File: config.mk
export PLATFORM = sky130hd
export DESIGN_NAME = pixel_serializer
export DESIGN_NICKNAME = d
export VERILOG_FILES = /design/src/rtl/pixel_serializer.sv
export SDC_FILE = /design/constraint.sdc
export NUM_CORES = 1
export LEC_CHECK = 0
export CORE_ASPECT_RATIO = 0.8
export CORE_UTILIZATION = 40
export DETAILED_ROUTE_END_ITERATION = 12
export GPL_ROUTABILITY_DRIVEN = 0
export SYNTH_ARGS = -nofsm -noshare
export SYNTH_HDL_FRONTEND = slang
export SYNTH_SLANG_ARGS = --single-unit
File: constraint.sdc
create_clock -name clk -period 16.59 [get_ports clk]
set_input_delay 1.659 -clock clk [delete_from_list [all_inputs] [get_ports clk]]
set_output_delay 1.659 -clock clk [all_outputs]
set_load 0.01 [all_outputs]
File: src/rtl/pixel_serializer.sv
// Frame-scoped serializer: unpacks IN_WIDTH-bit pixel words into OUT_PIX-pixel beats
// through a 2-word buffer, adding start-of-frame (tuser) and end-of-line (tlast) sideband.
module pixel_serializer #(
  parameter int IN_WIDTH  = 256,
  parameter int PIX_WIDTH = 8,
  parameter int OUT_PIX   = 1,
  parameter int IN_ROWS   = 8,
  parameter int IN_COLS   = 64
) (
  input  logic                             clk,
  input  logic                             reset,
  input  logic                             ap_start,
  output logic                             ap_done,
  output logic                             ap_idle,
  output logic                             ap_ready,
  input  logic                             s_axis_tvalid,
  output logic                             s_axis_tready,
  input  logic [IN_WIDTH-1:0]              s_axis_tdata,
  output logic                             m_axis_tvalid,
  input  logic                             m_axis_tready,
  output logic [OUT_PIX*PIX_WIDTH-1:0]     m_axis_tdata,
  output logic                             m_axis_tuser,
  output logic                             m_axis_tlast,
  output logic [$clog2(IN_COLS)-1:0]       cnt_col,
  output logic [$clog2(IN_ROWS)-1:0]       cnt_row
);

  localparam int PPW = IN_WIDTH / PIX_WIDTH;
  localparam int BPW = PPW / OUT_PIX;
  localparam int WPF = IN_ROWS * IN_COLS / PPW;
  localparam int OW  = OUT_PIX * PIX_WIDTH;
  localparam int CW  = $clog2(IN_COLS);
  localparam int RW  = $clog2(IN_ROWS);
  localparam int BW  = (BPW > 1) ? $clog2(BPW) : 1;
  localparam int AW  = $clog2(WPF + 1);

  typedef enum logic [1:0] {S_IDLE, S_RUN, S_DONE} state_t;

  state_t                     state_q, state_d;
  logic [1:0][IN_WIDTH-1:0]   mem_q, mem_d;
  logic                       wr_ptr_q, wr_ptr_d;
  logic                       rd_ptr_q, rd_ptr_d;
  logic [1:0]                 count_q, count_d;
  logic [BW-1:0]              beat_q, beat_d;
  logic [AW-1:0]              words_q, words_d;
  logic [CW-1:0]              cnt_col_q, cnt_col_d;
  logic [RW-1:0]              cnt_row_q, cnt_row_d;

  logic push, pop, word_done, row_end, frame_end;

  // Input acceptance depends only on registered state, so no ready path runs input-to-output.
  assign s_axis_tready = (state_q == S_RUN) && (count_q != 2'd2) && (words_q != AW'(WPF));
  assign m_axis_tvalid = (state_q == S_RUN) && (count_q != 2'd0);
  assign m_axis_tdata  = mem_q[rd_ptr_q][beat_q*OW +: OW];
  assign m_axis_tuser  = (state_q == S_RUN) && (cnt_row_q == '0) && (cnt_col_q == '0);
  assign m_axis_tlast  = (state_q == S_RUN) && row_end;
  assign ap_done       = (state_q == S_DONE);
  assign ap_idle       = (state_q == S_IDLE);
  assign ap_ready      = (state_q == S_IDLE);
  assign cnt_col       = cnt_col_q;
  assign cnt_row       = cnt_row_q;

  always_comb begin
    push      = s_axis_tvalid && s_axis_tready;
    pop       = m_axis_tvalid && m_axis_tready;
    word_done = (beat_q == BW'(BPW - 1));
    row_end   = (cnt_col_q == CW'(IN_COLS - OUT_PIX));
    frame_end = row_end && (cnt_row_q == RW'(IN_ROWS - 1));

    state_d   = state_q;
    mem_d     = mem_q;
    wr_ptr_d  = wr_ptr_q;
    rd_ptr_d  = rd_ptr_q;
    count_d   = count_q;
    beat_d    = beat_q;
    words_d   = words_q;
    cnt_col_d = cnt_col_q;
    cnt_row_d = cnt_row_q;

    case (state_q)
      S_IDLE: begin
        if (ap_start) begin
          state_d   = S_RUN;
          wr_ptr_d  = 1'b0;
          rd_ptr_d  = 1'b0;
          count_d   = 2'd0;
          beat_d    = '0;
          words_d   = '0;
          cnt_col_d = '0;
          cnt_row_d = '0;
        end
      end
      S_RUN: begin
        if (push) begin
          mem_d[wr_ptr_q] = s_axis_tdata;
          wr_ptr_d        = ~wr_ptr_q;
          words_d         = words_q + AW'(1);
        end
        if (pop) begin
          if (word_done) begin
            beat_d   = '0;
            rd_ptr_d = ~rd_ptr_q;
          end else begin
            beat_d = beat_q + BW'(1);
          end
          if (row_end) begin
            cnt_col_d = '0;
            cnt_row_d = frame_end ? '0 : cnt_row_q + RW'(1);
          end else begin
            cnt_col_d = cnt_col_q + CW'(OUT_PIX);
          end
          if (frame_end) state_d = S_DONE;
        end
        // Simultaneous push and head pop leaves occupancy unchanged.
        count_d = count_q + {1'b0, push} - {1'b0, pop && word_done};
      end
      S_DONE:  state_d = S_IDLE;
      default: state_d = S_IDLE;
    endcase
  end

  always_ff @(posedge clk) begin
    if (reset) begin
      state_q   <= S_IDLE;
      wr_ptr_q  <= 1'b0;
      rd_ptr_q  <= 1'b0;
      count_q   <= 2'd0;
      beat_q    <= '0;
      words_q   <= '0;
      cnt_col_q <= '0;
      cnt_row_q <= '0;
    end else begin
      state_q   <= state_d;
      wr_ptr_q  <= wr_ptr_d;
      rd_ptr_q  <= rd_ptr_d;
      count_q   <= count_d;
      beat_q    <= beat_d;
      words_q   <= words_d;
      cnt_col_q <= cnt_col_d;
      cnt_row_q <= cnt_row_d;
    end
  end

  // Word storage carries no control meaning, so it stays out of the reset domain.
  always_ff @(posedge clk) begin
    mem_q <= mem_d;
  end

endmodule

# Word level (Yosys, flattened, before mapping)

Cells that the tools add are included.

Add/sub/neg operators: 6
$lt $le $gt $ge: 3
Eq/ne operators: 13
Shift operators: 1
Mux-type cells: 32
Bitwise logic cells: 2
Reduce and logical (&&, ||, !) cells: 23

Operator list:

| cell                                                | number |
|---|---|
| 2-to-1 mux 256 bit                                  | 3 |
| bitwise mux 512 bit                                 | 1 |
| demux 256 bit (select 1 bit)                        | 1 |
| variable part select 256 x 9 -> 8 bit               | 1 |
| 2-to-1 mux 5 bit                                    | 4 |
| case mux 5 bit (2 select lines)                     | 2 |
| 2-to-1 mux 6 bit                                    | 3 |
| != test 2 bit (second input constant)               | 7 |
| 2-to-1 mux 3 bit                                    | 4 |
| case mux 6 bit (2 select lines)                     | 1 |
| logical AND 1 bit                                   | 11 |
| adder 5 x 1 -> 5 bit (second input constant)        | 2 |
| AND reduction 3 bit                                 | 3 |
| 2-to-1 mux 2 bit                                    | 4 |
| case mux 2 bit (2 select lines)                     | 2 |
| AND reduction 4 bit                                 | 2 |
| adder 6 x 1 -> 6 bit (second input constant)        | 1 |
| == test 6 bit (second input constant)               | 1 |
| logical NOT 6 bit                                   | 1 |
| case mux 3 bit (2 select lines)                     | 1 |
| == test 5 bit (second input constant)               | 1 |
| != test 5 bit (second input constant)               | 1 |
| < comparator 1 x 2 -> 1 bit (second input constant) | 2 |
| 2-to-1 mux 1 bit                                    | 4 |
| other kinds (13)                                    | 17 |

Flip-flop bits (word level): 537
Input port bits: 261
Output and inout port bits: 24

# Logic depth before layout (Yosys ltp)

Word-level depth: 7
Gate-level depth with buffers: 13

# Worst setup path after synthesis

No wires, ideal clock.

Kind: in2reg
Start: in s_axis_tvalid
End: reg mem_q[0] in the netlist's numbering (enable)
Setup time: 879 ps
Arrival: 12355 ps
Slack: 3356 ps
Stages on the path: 2
Path buffers: 0
Cells stage by stage: nand2_1 > nor2_1

Word-level cells in the longest chain between the ends: 2

RTL lines:

| item                                 | RTL line | text |
|---|---|---|
| from (decl)                          | 16       | `input logic s_axis_tvalid,` |
| logical AND 1 bit                    | 64       | `push = s_axis_tvalid && s_axis_tready;` |
| AND reduction 2 bit (no source line) | --       |  |
| to (signal assigned)                 | 146      | `mem_q <= mem_d;` |
| to (decl)                            | 40       | `logic [1:0][IN_WIDTH-1:0] mem_q, mem_d;` |

No other way between the ends.
A chain may end at the register's enable or synchronous reset.

# Worst setup path after layout

Start: reg rd_ptr_q
End: out m_axis_tdata[4]

Word-level cells in the longest chain between the ends: 3

RTL lines:

| item                                                   | RTL line | text |
|---|---|---|
| from (decl)                                            | 42       | `logic rd_ptr_q, rd_ptr_d;` |
| from (signal assigned)                                 | 135      | `rd_ptr_q <= rd_ptr_d;` |
| 2-to-1 mux 256 bit (implied by the code) (2 in series) | 54       | `assign m_axis_tdata = mem_q[rd_ptr_q][beat_q*OW +: OW];` |
| variable part select 256 x 9 -> 8 bit                  | 54       |  |
| to (decl)                                              | 21       | `output logic [OUT_PIX*PIX_WIDTH-1:0] m_axis_tdata,` |

No other way between the ends. The select of a mux whose other input is x is not followed.

==> reports/qor.txt <==
Max Slew Vio Count: 0
Clock Sinks: 537
Final nets: 1568
Setup Buffers After CTS: 0
Post-Syn Nets: 1268
Post-route setup TNS: 0 ns
Post-route DRC violation count: 0
Complex-gate fraction of the synthesized area: 0.0415
CTS root buf: clkbuf_16
DIE AREA: 0.0529 mm^2
Clock Latency Late Sink: 0.59 ns
RSZ-0062 raised after global routing: false
Final setup fails: 0
CP required: 14.93 ns
Status: finished, final reports clean
Crit path top cell by count: buf_4
P&R area growth vs syn: 25.4%
Starting density of the core: 0.406
H-tree depth: 2
Syn. warnings: 0
Peak supply drop: 0.0000745 V
Global-route wire length before repair: 71600 um
Distinct cells, synth: 50
Ys async rst share: 0
Slew @ Worst Pin: 1.22 ns
Synth top area share: 0.739
Post-synth EDFFs: 512
Setup crit end kind: output port
Gr usage total: 0.186
Diode count: 0
Max Root-Sink Buffers: 3
Worst Skew: 0.0125 ns
Die height: 206 um
Min-Delay Path Class: register to register
Register clock-pin slew on the reported worst setup and hold paths: 0.06 ns
Total vias in the final route: 10789
Final instance area: 0.0261 mm^2
GR Overflow Total: 0
Relative slew slack: 0.187
TritonCTS clock tree: done
# fillers: 4109
Ys flop type: edfxtp_1
WS Path Type: register to output port
Core area: 0.0512 mm^2
CP startpoint kind: register
Critical Path Fanout Max: 41
CTS Buf Count: 54
CP cell instances: buf_4 -> buf_4 -> mux4_2 -> a22oi_1 -> nand2_1 -> a21oi_1 -> o21ai_1 -> clkdlybuf4s50_1
Slowest CP cell: dfxtp_4
Vias in the first global route: 11101
Min Tclk post-route: 6.68 ns
Sequential fraction of the synthesis area: 0.763
Post-Synth XOR/XNOR Area: 0.00295
Max cap viols: 0
DRT iter0 DRCs: 893
WL final: 49000 um
DP Wirelength: 32600 um
FF+latch count, synth: 537
Post-synthesis adder-cell area fraction: 0.00661
Mux contribution to synthesized area: 0.142
Synth area leader: edfxtp_1
Hold bufs inserted after CTS: 0
Synthesized area: 0.0208 mm^2
Final period util: 0.402
Top post-synthesis cells by area: edfxtp_1 (74%), mux4_2 (14%), dfxtp_1 (2.4%)
I/O Buffers: 284
Largest family of logic cells by synthesized area: multiplexers
Post-Synthesis Cells: 996
Die Width: 257 um
Placed cells: 1924
Wirelength per Cell: 24.2 um
Routed Antenna Nets: 0
Synth Area in Simple Gates: 0.0275
CP delay by family, top: buffers and inverters
Fin cells: 2024
Most frequent cell after synthesis: edfxtp_1
Antenna violations before repair: 6
Final Hold Vio Count: 0
Post-place setup slack: 10.38 ns
FMAX: 150 MHz
P per Cell Area: 112 mW/mm^2
First drt pass iteration count: 5
Worst EP arrival: 5.02 ns
Placed cell areas: 0.0243 mm^2
Synth Area per Inst: 20.9 um^2
Largest stage delay, worst path: 0.77 ns
IO Count: 285
CTS-repair resized insts: 0
Synth cell count leaders: edfxtp_1 (512), mux4_2 (128), a22oi_1 (36), a21oi_1 (34), nand2_1 (30)
Layout cell share with drive strength beyond 1: 0.168
Setup WS post-layout: 9.91 ns
Buffers & Inverters on Critical Path: 3
Pin count of the biggest net entering global routing: 75
# rows: 74
Via/cell ratio: 5.33
Pleak: 8.09 nW
-- through the flow --
step	hold WS [ns]	util	power [mW]
after global placement	0.493	0.475	1.74
after detailed placement	0.505	0.475	1.74
after CTS	0.518	0.510	2.97
after global routing	0.557	0.510	3.02
after floorplan	0.471	-	1.64
final	0.516	0.510	2.93
-- final timing paths --
check	from	endpoint	slack, ns	cells after the start
max	rd_ptr_q	m_axis_tdata[4]	9.91	8
max reg2reg	state_q[1]	mem_q[76]	12.02	7
min reg2reg	words_q[4]	words_q[4]	0.52	2
min	words_q[4]	words_q[4]	0.52	2
-- worst reg2reg max path, stage by stage (launching register included) --
cell	delay, ns
dfxtp_1	0.41
nand2b_1	0.44
nor3_1	0.50
nand2_1	0.21
nor2_4	0.11
buf_4	0.59
buf_4	0.94
buf_4	0.96
-- cell families (layout without fill, tap and decap cells) --
| kind of cell | after synthesis | count (layout) |
|---|---|---|
| compound gates | 127 | 127 |
| xor+xnor | 7 | 7 |
| fa+ha+maj | 11 | 11 |
| buf+inv | 64 | 408 |
| flops | 537 | 537 |
| mux | 136 | 136 |
| simple gates | 114 | 114 |
-- registers in the layout, summed over array words and instances, names as in the netlist --
register  cells
mem_q       512
cnt_col       6
beat_q        5
words_q       5
cnt_row       3
count_q       2
state_q       2
rd_ptr_q      1
wr_ptr_q      1
-- layout make-up --
type,count,area (um^2),area share
Multi-Input combinational cell,395,4610,0.177
Inverter,10,37.5,0.00144
Sequential cell,537,15900,0.609
Timing Repair Buffer,298,2950,0.113
Clock inverter,34,343,0.0131
Tap cell,684,856,0.0328
Clock buffer,66,1420,0.0543
-- cell usage in the layout, fill, tap and decap left out, drive strengths merged, types with 5 or more instances in the layout --
cell type      instances
bufinv                 7
xor2                   5
inv                   11
clkdlybuf4s50        284
nand2                 30
dfxtp                 25
o22ai                 11
o22a                  10
nor3                   5
a22oi                 36
edfxtp               512
clkbuf                66
or3                    6
nand2b                 6
a21oi                 34
nor2                  29
buf                   14
ha                    11
o21ai                 17
nor2b                 11
o2111ai                6
nand4                  5
clkinv                24
mux2i                  8
mux4                 128
-- routing by layer --
layer / vias to the layer above / GRT usage / share of wire
met3: 75 / 0.0412 / 0.075
li1: 4785 / - / -
met1: 5537 / 0.273 / 0.45
met2: 382 / 0.283 / 0.46
met5: - / 0 / 0.0014
met4: 10 / 0.0476 / 0.018
-- power breakdown --
part           switching (mW)  internal, mW  total [mW]
Combinational          0.0819        0.0930       0.175
Sequential             0.0113          1.53        1.54
Clock                   0.504         0.715        1.22
Total                   0.597          2.33        2.93
Power figures use the tool's default switching activity.
